==> src/rtl/breg_pkg.sv <==
// Shared constants and types for the register-bank write path.
package breg_pkg;

   localparam int DATA_W = 32;             // bank word width
   localparam int ADDR_W = 5;              // register address width
   localparam int NREG   = 32;             // 2**ADDR_W registers

   localparam logic [ADDR_W-1:0] REG_ZERO = '0;   // $zero, never written

   // Producer identity; used as the round-robin "last granted" pointer.
   typedef enum logic {
      PROD_A = 1'b0,                       // ALU result
      PROD_B = 1'b1                        // memory-load result
   } prod_e;

endpackage

==> src/rtl/rr_arb2.sv <==
// Two-requester round-robin arbiter. req[0]/gnt[0] is producer A,
// req[1]/gnt[1] is producer B. A lone requester is always granted; on a
// tie the requester that did not win last time gets the grant.
module rr_arb2 (
   input  logic       clk,
   input  logic       rst,
   input  logic [1:0] req,
   output logic [1:0] gnt
);

   import breg_pkg::*;

   prod_e last;

   // Grant is purely a function of req and the last-grant pointer.
   always_comb begin
      gnt = 2'b00;
      unique case (req)
         2'b01:   gnt = 2'b01;
         2'b10:   gnt = 2'b10;
         2'b11:   gnt = (last == PROD_A) ? 2'b10 : 2'b01;
         default: gnt = 2'b00;
      endcase
   end

   // Pointer follows every grant; reset to B so A wins the first tie.
   always_ff @(posedge clk) begin
      if (rst)         last <= PROD_B;
      else if (gnt[0]) last <= PROD_A;
      else if (gnt[1]) last <= PROD_B;
   end

endmodule

==> src/rtl/breg_write_sched.sv <==
// Write-port scheduler and scoreboard for the 32x32 register bank.
// Producers A (ALU) and B (load) share the bank's single write port via a
// round-robin arbiter; the winner is registered onto AW/Di/RegWrite. A busy
// mask tracks destinations claimed by decode whose value has not yet been
// written, so decode can stall dependent reads.
module breg_write_sched #(
   parameter int DATA_W = breg_pkg::DATA_W,
   parameter int ADDR_W = breg_pkg::ADDR_W,
   parameter int NREG   = breg_pkg::NREG
) (
   input  logic              clk,
   input  logic              rst,
   // decode: destination claim
   input  logic              reserve_valid,
   input  logic [ADDR_W-1:0] reserve_addr,
   output logic              reserve_ready,
   // decode: source hazard check
   input  logic [ADDR_W-1:0] ra1,
   input  logic [ADDR_W-1:0] ra2,
   output logic              stall,
   // producer A (ALU)
   input  logic              a_valid,
   input  logic [ADDR_W-1:0] a_addr,
   input  logic [DATA_W-1:0] a_data,
   output logic              a_ready,
   // producer B (load)
   input  logic              b_valid,
   input  logic [ADDR_W-1:0] b_addr,
   input  logic [DATA_W-1:0] b_data,
   output logic              b_ready,
   // bank write port
   output logic [ADDR_W-1:0] AW,
   output logic [DATA_W-1:0] Di,
   output logic              RegWrite,
   // status
   output logic [NREG-1:0]   busy_mask,
   output logic              err
);

   import breg_pkg::*;

   localparam logic [ADDR_W-1:0] ZERO_ADDR = '0;

   logic [NREG-1:0]   busy;
   logic [NREG-1:0]   busy_nxt;
   logic [1:0]        gnt;
   logic              commit;
   logic [ADDR_W-1:0] c_addr;
   logic [DATA_W-1:0] c_data;
   logic              c_nz;
   logic              claim;
   logic              c_unowned;

   // ---------------------------------------------------------------------
   // Arbitration
   // ---------------------------------------------------------------------
   rr_arb2 u_arb (
      .clk (clk),
      .rst (rst),
      .req ({b_valid, a_valid}),
      .gnt (gnt)
   );

   assign a_ready = gnt[0];
   assign b_ready = gnt[1];

   // Winning producer's write, selected combinationally in the grant cycle.
   always_comb begin
      commit = |gnt;
      c_addr = gnt[1] ? b_addr : a_addr;
      c_data = gnt[1] ? b_data : a_data;
   end

   assign c_nz      = (c_addr != ZERO_ADDR);
   // A nonzero write nobody reserved is a protocol violation.
   assign c_unowned = commit & c_nz & ~busy[c_addr];

   // ---------------------------------------------------------------------
   // Scoreboard
   // ---------------------------------------------------------------------
   // While rst is held the combinational outputs already show the
   // post-reset (all idle) scoreboard rather than the stale one.
   assign reserve_ready = rst | ~busy[reserve_addr];
   assign stall         = ~rst & (busy[ra1] | busy[ra2]);

   // busy[0] is never set, so claims of $zero are ready and ignored here.
   assign claim = reserve_valid & ~busy[reserve_addr] & (reserve_addr != REG_ZERO);

   // Clear on commit first, then apply the claim: a same-edge reserve of
   // the register being written belongs to a new producer and must win.
   always_comb begin
      busy_nxt = busy;
      if (commit) busy_nxt[c_addr] = 1'b0;
      if (claim)  busy_nxt[reserve_addr] = 1'b1;
      busy_nxt[0] = 1'b0;
   end

   // Scoreboard state; reset drops every outstanding reservation.
   always_ff @(posedge clk) begin
      if (rst) busy <= '0;
      else     busy <= busy_nxt;
   end

   assign busy_mask = busy;

   // ---------------------------------------------------------------------
   // Output register stage to the bank
   // ---------------------------------------------------------------------
   // Capture the granted write; AW/Di hold when idle, RegWrite pulses once
   // per grant and stays low for writes to $zero.
   always_ff @(posedge clk) begin
      if (rst) begin
         AW       <= '0;
         Di       <= '0;
         RegWrite <= 1'b0;
      end else if (commit) begin
         AW       <= c_addr;
         Di       <= c_data;
         RegWrite <= c_nz;
      end else begin
         RegWrite <= 1'b0;
      end
   end

   // Sticky protocol error; only reset clears it.
   always_ff @(posedge clk) begin
      if (rst)            err <= 1'b0;
      else if (c_unowned) err <= 1'b1;
   end

endmodule

==> config.mk <==
export PLATFORM = sky130hd
export DESIGN_NAME = breg_write_sched
export DESIGN_NICKNAME = d
export VERILOG_FILES = /design/src/rtl/breg_pkg.sv /design/src/rtl/rr_arb2.sv /design/src/rtl/breg_write_sched.sv
export SDC_FILE = /design/constraint.sdc
export NUM_CORES = 1
export LEC_CHECK = 0
export ABC_AREA = 1
export BUFFER_PORTS_ARGS = -buffer_cell sky130_fd_sc_hd__buf_2
export CORE_UTILIZATION = 52
export DETAILED_ROUTE_END_ITERATION = 12
export HOLD_SLACK_MARGIN = 0.08
export PLACE_DENSITY = 0.83
export SETUP_SLACK_MARGIN = 0.02
export SLEW_MARGIN = 40
export SYNTH_ARGS = -nofsm -noshare
export SYNTH_HDL_FRONTEND = slang
export SYNTH_SLANG_ARGS = --single-unit
==> constraint.sdc <==
create_clock -name clk -period 4.1 [get_ports clk]
set_input_delay 0.205 -clock clk [delete_from_list [all_inputs] [get_ports clk]]
set_output_delay 0.205 -clock clk [all_outputs]
set_load 0.01 [all_outputs]
# Word-level counts from Yosys, hierarchy flattened

Index checks and enable logic that the tools add are counted.

Bits of input ports: 94
Bits in registers: 72

Eq/ne operators: 3
Bitwise logic cells: 14
$lt $le $gt $ge: 6
Reductions and logical operators: 7
Multiplexer cells: 20

Operator list:

| kind                 | count |
|---|---|
| $mux W32             | 3 |
| $and A32 B32 Y32     | 1 |
| $not A32 Y32         | 1 |
| $or A32 B32 Y32      | 1 |
| $lt A5 B6 Y1 const B | 4 |
| $bmux W1 S5          | 4 |
| $demux W1 S5         | 2 |
| $ge A5 B1 Y1 const B | 2 |
| $reduce_bool A5 Y1   | 2 |
| $mux W1              | 8 |
| $pmux W2 S3          | 1 |
| $and A1 B1 Y1        | 5 |
| $mux W5              | 1 |
| $eq A2 B2 Y1 const B | 2 |
| $not A1 Y1           | 4 |
| $reduce_or A2 Y1     | 2 |
| $eq A2 B1 Y1 const B | 1 |
| $logic_and A1 B1 Y1  | 2 |
| $mux W2              | 1 |
| $or A1 B1 Y1         | 2 |
| $reduce_bool A2 Y1   | 1 |

# Longest topological paths before layout

Gate-level depths: netlist of run 1.

Word-level depth: 12
Depth in mapped cells: 14
Gate-level depth less buffers: 13

# Modules after synthesis

From an unflattened synthesis of run 1, not the netlist that was laid out.

Cell total of the unflattened synthesis: 740
Area, all modules: 4396.7 um^2

Modules (own cells, without submodules):

| module           | area each (um^2) | cells each | times used |
|---|---|---|---|
| breg_write_sched | 4327.9           | 731        | 1 |
| rr_arb2          | 68.8             | 9          | 1 |

# Least setup slack after synthesis of run 1

No wires, ideal clock.

Path type: in2out
Start: input ra1[0]
End: output stall
Setup slack: 2.518 ns
Data arrival time: 1.377 ns
Cell stages on the path: 11
Required time: 3.895 ns
Buffers on the path: 2
Path through: buf_2 inv_1 clkbuf_1 nor2_1 o21ai_0 nor2_1 o21ai_0 nand2_1 nand2_1 nor2_1 nor2_1

Cells in the longest elaborated chain, start to end: 4

RTL lines:

| item                          | line                   | text |
|---|---|---|
| start: declaration            | breg_write_sched.sv:18 | `input logic [ADDR_W-1:0] ra1,` |
| $bmux W1 S5                   | breg_write_sched.sv:84 | `assign stall = ~rst & (busy[ra1] \| busy[ra2]);` |
| $mux W1 (implied by the code) | breg_write_sched.sv:84 |  |
| $or A1 B1 Y1                  | breg_write_sched.sv:84 |  |
| $and A1 B1 Y1                 | breg_write_sched.sv:84 |  |
| end: declaration              | breg_write_sched.sv:20 | `output logic stall,` |

No other way between the ends. The select of a mux whose other input is x is not followed.

# Final worst setup path of run 1

Start: register u_arb.last
End: register busy[15] (netlist: busy_mask[15])

Cells in the longest elaborated chain, start to end: 12
Elaborated cells between the ends (all ways): 14
Classes of those cells: 2 x order compare; 7 x mux; 3 x bitwise; 2 x reduce/logical

RTL lines:

| item                                                               | line                    | text |
|---|---|---|
| start: declaration                                                 | rr_arb2.sv:13           | `prod_e last;` |
| start signal: assignment                                           | rr_arb2.sv:28           | `if (rst) last <= PROD_B;` |
| start signal: assignment                                           | rr_arb2.sv:29           | `else if (gnt[0]) last <= PROD_A;` |
| start signal: assignment                                           | rr_arb2.sv:30           | `else if (gnt[1]) last <= PROD_B;` |
| $mux W2 *                                                          | rr_arb2.sv:21           | `2'b11: gnt = (last == PROD_A) ? 2'b10 : 2'b01;` |
| $pmux W2 S3 *                                                      | rr_arb2.sv:18           | `unique case (req)` |
| $mux W5                                                            | breg_write_sched.sv:70  | `c_addr = gnt[1] ? b_addr : a_addr;` |
| $lt A5 B6 Y1 (implied by the code) or $ge A5 B1 Y1 (tied branches) | breg_write_sched.sv:93  | `if (commit) busy_nxt[c_addr] = 1'b0;` |
| $logic_and A1 B1 Y1 (implied by the code)                          | breg_write_sched.sv:93  |  |
| $mux W1 (implied by the code)                                      | breg_write_sched.sv:93  |  |
| $demux W1 S5                                                       | breg_write_sched.sv:93  |  |
| $not A32 Y32 (no line)                                             | -                       |  |
| $and A32 B32 Y32 (no line)                                         | -                       |  |
| $mux W32 *                                                         | breg_write_sched.sv:93  |  |
| $or A32 B32 Y32 (no line)                                          | -                       |  |
| $mux W32 *                                                         | breg_write_sched.sv:94  | `if (claim) busy_nxt[reserve_addr] = 1'b1;` |
| end signal: assignment                                             | breg_write_sched.sv:101 | `else busy <= busy_nxt;` |
| end: declaration                                                   | breg_write_sched.sv:44  | `logic [NREG-1:0] busy;` |

Mark *: on every way between the ends. The rest lies on a longest branch, timed or not.
A chain may end at the register's enable or synchronous reset.

==> impl_metrics.yaml, run 1 <==
outcome:
  status: "completed"
clock_network:
  cts_hold_buf: 0
  cts_buffers: 9
  cts_tree: "done"
  post_cts.repair.setup_buffers: 0
  cts_resized: 0
  h-tree-depth: 3
  clock_latency_ps: 360
  clk_pin_slew_ps: 80
  cts_sinks: 71
  cts_root_buffer: "clkbuf_8"
  cts_max_path_buffers: 2
setup_path:
  crit_path_end_kind: "flop"
  cp-start-kind: "flop"
  rr_worst_depth: 8
  r2r-end: "busy_mask[15]"
  cp.arrival_ps: 2650
  r2r-start: "u_arb.last"
  worstPathMaxFanout: 34
  cp_data_required_time_ps: 4310
  worstSetupPathType: "reg2reg"
  r2r_slack_ps: 1660
synthesis:
  synth.area.mux_share_pct: 0
  yosysTopAreaCellShare_pct: 30.8
  syn_nets: 861
  ys_top_cells_by_area: "dfxtp_1 (31%), nand2_1 (18%), nand3_1 (10%), inv_1 (7.1%), o21ai_0 (7.0%)"
  synth_top_family_by_area: "simple AND/OR/NAND/NOR gates"
  yosysMostFrequentCell: "nand2_1"
  ys_top_cells_by_count: "nand2_1 (217), nand3_1 (96), inv_1 (87)"
  synth_xor_xnor_area_share_pct: 0
  synth_compound_area_share_pct: 20.8
  synth_fa_ha_area_share_pct: 0
  syn_inst: 767
  yosysWarningCount: 0
  ys_async_sr_fraction_pct: 0
  synth_edf_count: 0
  yosysSeqAreaShare_pct: 30.8
  yosys.area.top_type: "dfxtp_1"
  synth_seq_cells: 71
  netlist-cell-type-count: 29
  netlist_area_um2: 4620
  avgSynthCellArea_um2: 6.02
  yosys.area_share.simple_pct: 36.2
  synthFlopType: "dfxtp_1"
place:
  gp_congestion: 0.942
  pre_cts_ws_ps: 1690
  placed_area_um2: 5400
  post-place-cells: 1003
  port_buffers: 167
  hpwl_um: 10600
die:
  fp.coreArea_um2: 8680
  rows: 34
  dieArea_um2: 9270
  die_w_um: 96.3
  ioPinCount: 169
  die_y_um: 96.3
  start_util_pct: 53.2
sta:
  relSlewSlack_pct: 44.1
  hold_viol_final: 0
  grt_setup_unrepaired: "no"
  min_period_over_period_pct: 59.4
  maxSlewViolCount: 0
  fin_setup_tns_ps: 0
  period_needed_ps: 2440
  worst_slew_pin_slew_ps: 836
  finalSetupViolCount: 0
  hold_ws_ps: 142
  max_freq_mhz: 411
  worst_slack_ps: 1660
  skew_ps: 7.94
global_routing:
  grt_use_met3_pct: 8.93
  grt_max_degree: 49
  grt_pass1_vias: 4864
  met2_usage_pct: 51.4
  grtUsageMet1_pct: 38.7
  grt_overflow: 0
  grt-busiest-layer: "met2"
  grt_usage_pct: 31.3
  antenna_found_initial: 0
  grt_pass1_wl_um: 22600
drt:
  drt_iter0_markers: 504
  wl_per_cell_um: 14.4
  wl_um: 14700
  viasPerCell: 5.53
  drc_errors: 0
  ant_nets: 0
  num_vias: 5640
  dr.pass1.iters: 8
finish:
  synthToLayoutAreaGrowth_pct: 21.9
  utilization_pct: 64.9
  fin_nets: 1000
  final_cell_count_no_fill: 1019
  diodes: 0
  drive_gt1_share_pct: 22.7
  design_area_um2: 5630
pwr:
  power.total_mw: 1.79
  ir_drop_mv: 0.190
  power_density_nw_per_um2: 319
  p_leak_nw: 2.95
min_path:
  hold_end: "Di[26]"
  hold_path_startpoint: "a_data[26]"
  hold_depth: 5
  hold_path.class: "in2reg"
job:
  drv_cap: 0
==> critical path: stages (launching register included) <==
cell     delay, ps
dfxtp_1        310
nand2_1        140
nand2_2        200
inv_2          460
nand2_1         90
nand2_1        320
nand3_1        370
o21ai_0        300
a21oi_1        100
==> layout make-up <==
| class | instances | area, um^2 |
|---|---|---|
| Fill cell | 865 | 3050 |
| Clock inverter | 6 | 109 |
| Sequential cell | 71 | 1420 |
| Tap cell | 108 | 135 |
| Clock buffer | 10 | 128 |
| Inverter | 92 | 345 |
| Multi-Input combinational cell | 562 | 2640 |
| Timing Repair Buffer | 170 | 858 |
==> state kept, by name, summed over array words and instances (netlist names) <==
register    count
Di             32
busy_mask      31
RegWrite        1
u_arb.last      1
AW              5
err             1
==> metal layers <==
layer	vias to the layer above	share of wire, %
met2	308	46
met5	-	0
met3	35	10
met1	2511	41
met4	0	2.1
li1	2786	-
==> how the worst max path moves through the flow <==
stage          startpoint             to  slack, ps  cells after the start
2_1_floorplan      ra1[0]          stall       2520                     11
3_3_place_gp      a_valid   busy_mask[3]       1750                      9
3_5_place_dp      a_valid  busy_mask[15]       1690                      9
4_1_cts        u_arb.last  busy_mask[15]       1700                      8
5_1_grt        u_arb.last   busy_mask[3]       1440                      8
6_report       u_arb.last  busy_mask[15]       1660                      8
==> layout by cell type, fill, tap and decap left out, drive strengths merged <==
cell    count
o211ai     42
a21oi      52
nor2       59
inv        92
clkbuf     10
bufinv      3
buf       170
a31oi       1
clkinv      3
nor3       10
o21ai      70
nand2     223
nand3      97
nand3b      3
dfxtp      71
o22ai       1
conb        1
a21boi      1
nand4       2
==> where the power goes <==
part           switching (mW)  total, mW  internal [mW]  leakage [nW]
Sequential             0.0236      0.750          0.726         0.583
Clock                   0.276      0.680          0.403         0.120
Combinational           0.236      0.365          0.129          2.24
Total                   0.536       1.79           1.26          2.95
==> logic make-up (layout without fill, tap and decap cells) <==
group | count (synthesis) | count (layout)
compound gates | 167 | 167
buf+inv | 134 | 278
flops | 71 | 71
other cells | 1 | 1
simple gates | 394 | 394
(Power assumes the default switching activity.)
==> inputs of run 2 (changes only) <==
--- a/config.mk
+++ b/config.mk
@@ -7,10 +7,10 @@
 export LEC_CHECK = 0
 export ABC_AREA = 1
 export BUFFER_PORTS_ARGS = -buffer_cell sky130_fd_sc_hd__buf_2
-export CORE_UTILIZATION = 52
+export CORE_UTILIZATION = 50
 export DETAILED_ROUTE_END_ITERATION = 12
 export HOLD_SLACK_MARGIN = 0.08
-export PLACE_DENSITY = 0.83
+export PLACE_DENSITY = 0.81
 export SETUP_SLACK_MARGIN = 0.02
 export SLEW_MARGIN = 40
 export SYNTH_ARGS = -nofsm -noshare
==> constraint.sdc (replaced) <==
create_clock -name clk -period 2.4 [get_ports clk]
set_input_delay 0.12 -clock clk [delete_from_list [all_inputs] [get_ports clk]]
set_output_delay 0.12 -clock clk [all_outputs]
set_load 0.01 [all_outputs]
==> run 2 against run 1 <==
Net effect: the flow now finishes with violations (DRC); global-route usage decreased by 1.3 points; sequential power up 71%; critical path depth shrank 2; non-clock buffer count rose by 10; routed wire length about the same; sequential cell count did not move; via count rose by 0.12%; core utilization down 0.72 points; cell count increased by 0.98%; critical endpoint is now busy_mask[28]; highest routed layer unchanged.
==> impl_metrics.yaml, run 2 (synthesized netlist as in run 1, its figures left out) <==
finish:
  fin_nets: 1010
  largest_register: "Di"
  diodes: 0
  final_cell_mix: "nand2_1 (217), buf_2 (167), nand3_1 (96), inv_1 (86), dfxtp_1 (71)"
  fillers: 857
  drive_gt1_share_pct: 23.6
  layout_commonest_cell: "nand2_1"
  synthToLayoutAreaGrowth_pct: 22.9
  largest_reg_flops: 32
clock_network:
  cts_buffers: 9
  clock_latency_ps: 350
  h-tree-depth: 3
  cts_root_buffer: "clkbuf_8"
  cts_sinks: 71
  cts_max_path_buffers: 2
  post_cts.repair.setup_buffers: 0
  cts_resized: 0
  cts_tree: "done"
  cts_hold_buf: 1
  clk_pin_slew_ps: 80
global_routing:
  grt_usage_pct: 30.0
  grt_pass1_wl_um: 23400
  grt_max_degree: 70
  grt_pass1_vias: 4846
  antenna_found_initial: 0
  grt_overflow: 0
sta:
  worst_slew_pin_slew_ps: 666
  skew_ps: 11.8
  period_needed_ps: 2070
  min_period_over_period_pct: 86.4
  max_freq_mhz: 482
  hold_viol_final: 0
  relSlewSlack_pct: 55.3
  grt_setup_unrepaired: "no"
  fin_setup_tns_ps: 0
  maxSlewViolCount: 0
  finalSetupViolCount: 0
setup_path:
  crit_path_end_kind: "flop"
  cp_data_required_time_ps: 2610
  worstPathMaxFanout: 10
  cp.arrival_ps: 2290
  worstSetupPathType: "reg2reg"
  cp-start-kind: "flop"
drt:
  num_vias: 5647
  drt_iter0_markers: 497
  viasPerCell: 5.49
  drc_errors: 3
  dr.pass1.iters: 11
  ant_nets: 0
  wl_um: 14700
  wl_per_cell_um: 14.3
pwr:
  p_sw_share_pct: 31.9
  switching_power_mw: 0.930
  comb_power_share_pct: 21.9
  p_int_mw: 1.98
  ir_drop_mv: 0.364
  p_clk_share_pct: 34.1
  p_seq_share_pct: 44.0
  power_density_nw_per_um2: 513
  power.total_mw: 2.91
  p_leak_nw: 2.97
die:
  fp.coreArea_um2: 8850
  dieArea_um2: 9630
  start_util_pct: 52.2
  rows: 34
  die_w_um: 98.1
  die_y_um: 98.1
  ioPinCount: 169
job:
  drv_cap: 0
place:
  gp_congestion: 0.970
  hpwl_um: 10700
  port_buffers: 167
outcome:
  violations: "DRC"
  status: "finished with violations"
min_path:
  hold_path.class: "in2reg"
-- run 2: cell count changes in the layout (fill, tap and decap cells not counted), sizes merged --
cell / change
clkinvlp: +2
bufinv: -2
inv: +1
clkinv: -1
dlygate4sd3: +1
buf: +9
-- run 2: final timing paths --
kind / cells after the start / startpoint / slack (ps) / to
setup / recovery: 6 / u_arb.last / 330 / busy_mask[28]
hold / removal: 5 / b_data[30] / 90 / Di[30]
setup reg to reg: 6 / u_arb.last / 330 / busy_mask[28]
hold reg to reg: 2 / err / 460 / err
-- run 2: power groups by stage --
stage | registers, mW | clock network, mW | logic (mW)
after floorplan | 1.33 | 0 | 0.364
after global placement | 1.31 | 0 | 0.622
after detailed placement | 1.30 | 0 | 0.628
after CTS | 1.28 | 0.999 | 0.631
after global routing | 1.29 | 1.05 | 0.710
final | 1.28 | 0.994 | 0.638
-- run 2: metrics by stage --
step	hold WS (ps)	std cells	area, um^2	setup WS (ps)	util, %
final	89.6	1029	5680	326	64.2
after CTS	83.8	1029	5680	379	64.2
after floorplan	311	767	4620	831	-
after global routing	97.1	1029	5680	162	64.2
after detailed placement	433	1012	5460	428	61.8
after global placement	415	1012	5460	490	61.8
-- run 2: worst max-delay path, cell delays in order, from the launching register on --
cell and delay (ps):
dfxtp_1 310, nand2_1 140, nand2_2 170, o21ai_1 460
nand3_1 400, o21ai_0 340, a21oi_1 120
-- run 2: final cells by class --
| cell class | instances | area (um^2) | area share, % |
|---|---|---|---|
| clock buffer | 10 | 138 | 2.42 |
| tap | 108 | 135 | 2.38 |
| inverter | 92 | 345 | 6.08 |
| timing repair buffer | 180 | 936 | 16.5 |
| multi-input combinational | 562 | 2640 | 46.4 |
| clock inverter | 6 | 67.6 | 1.19 |
| sequential | 71 | 1420 | 25.0 |
-- run 2: routing by layer --
layer / global-route usage [%] / part of all wire, % / vias up
met1: 38.6 / 41 / 2495
met4: 8.84 / 1.8 / 0
met5: 0 / 0 / -
met3: 8.73 / 11 / 31
met2: 48.8 / 47 / 312
li1: - / - / 2809
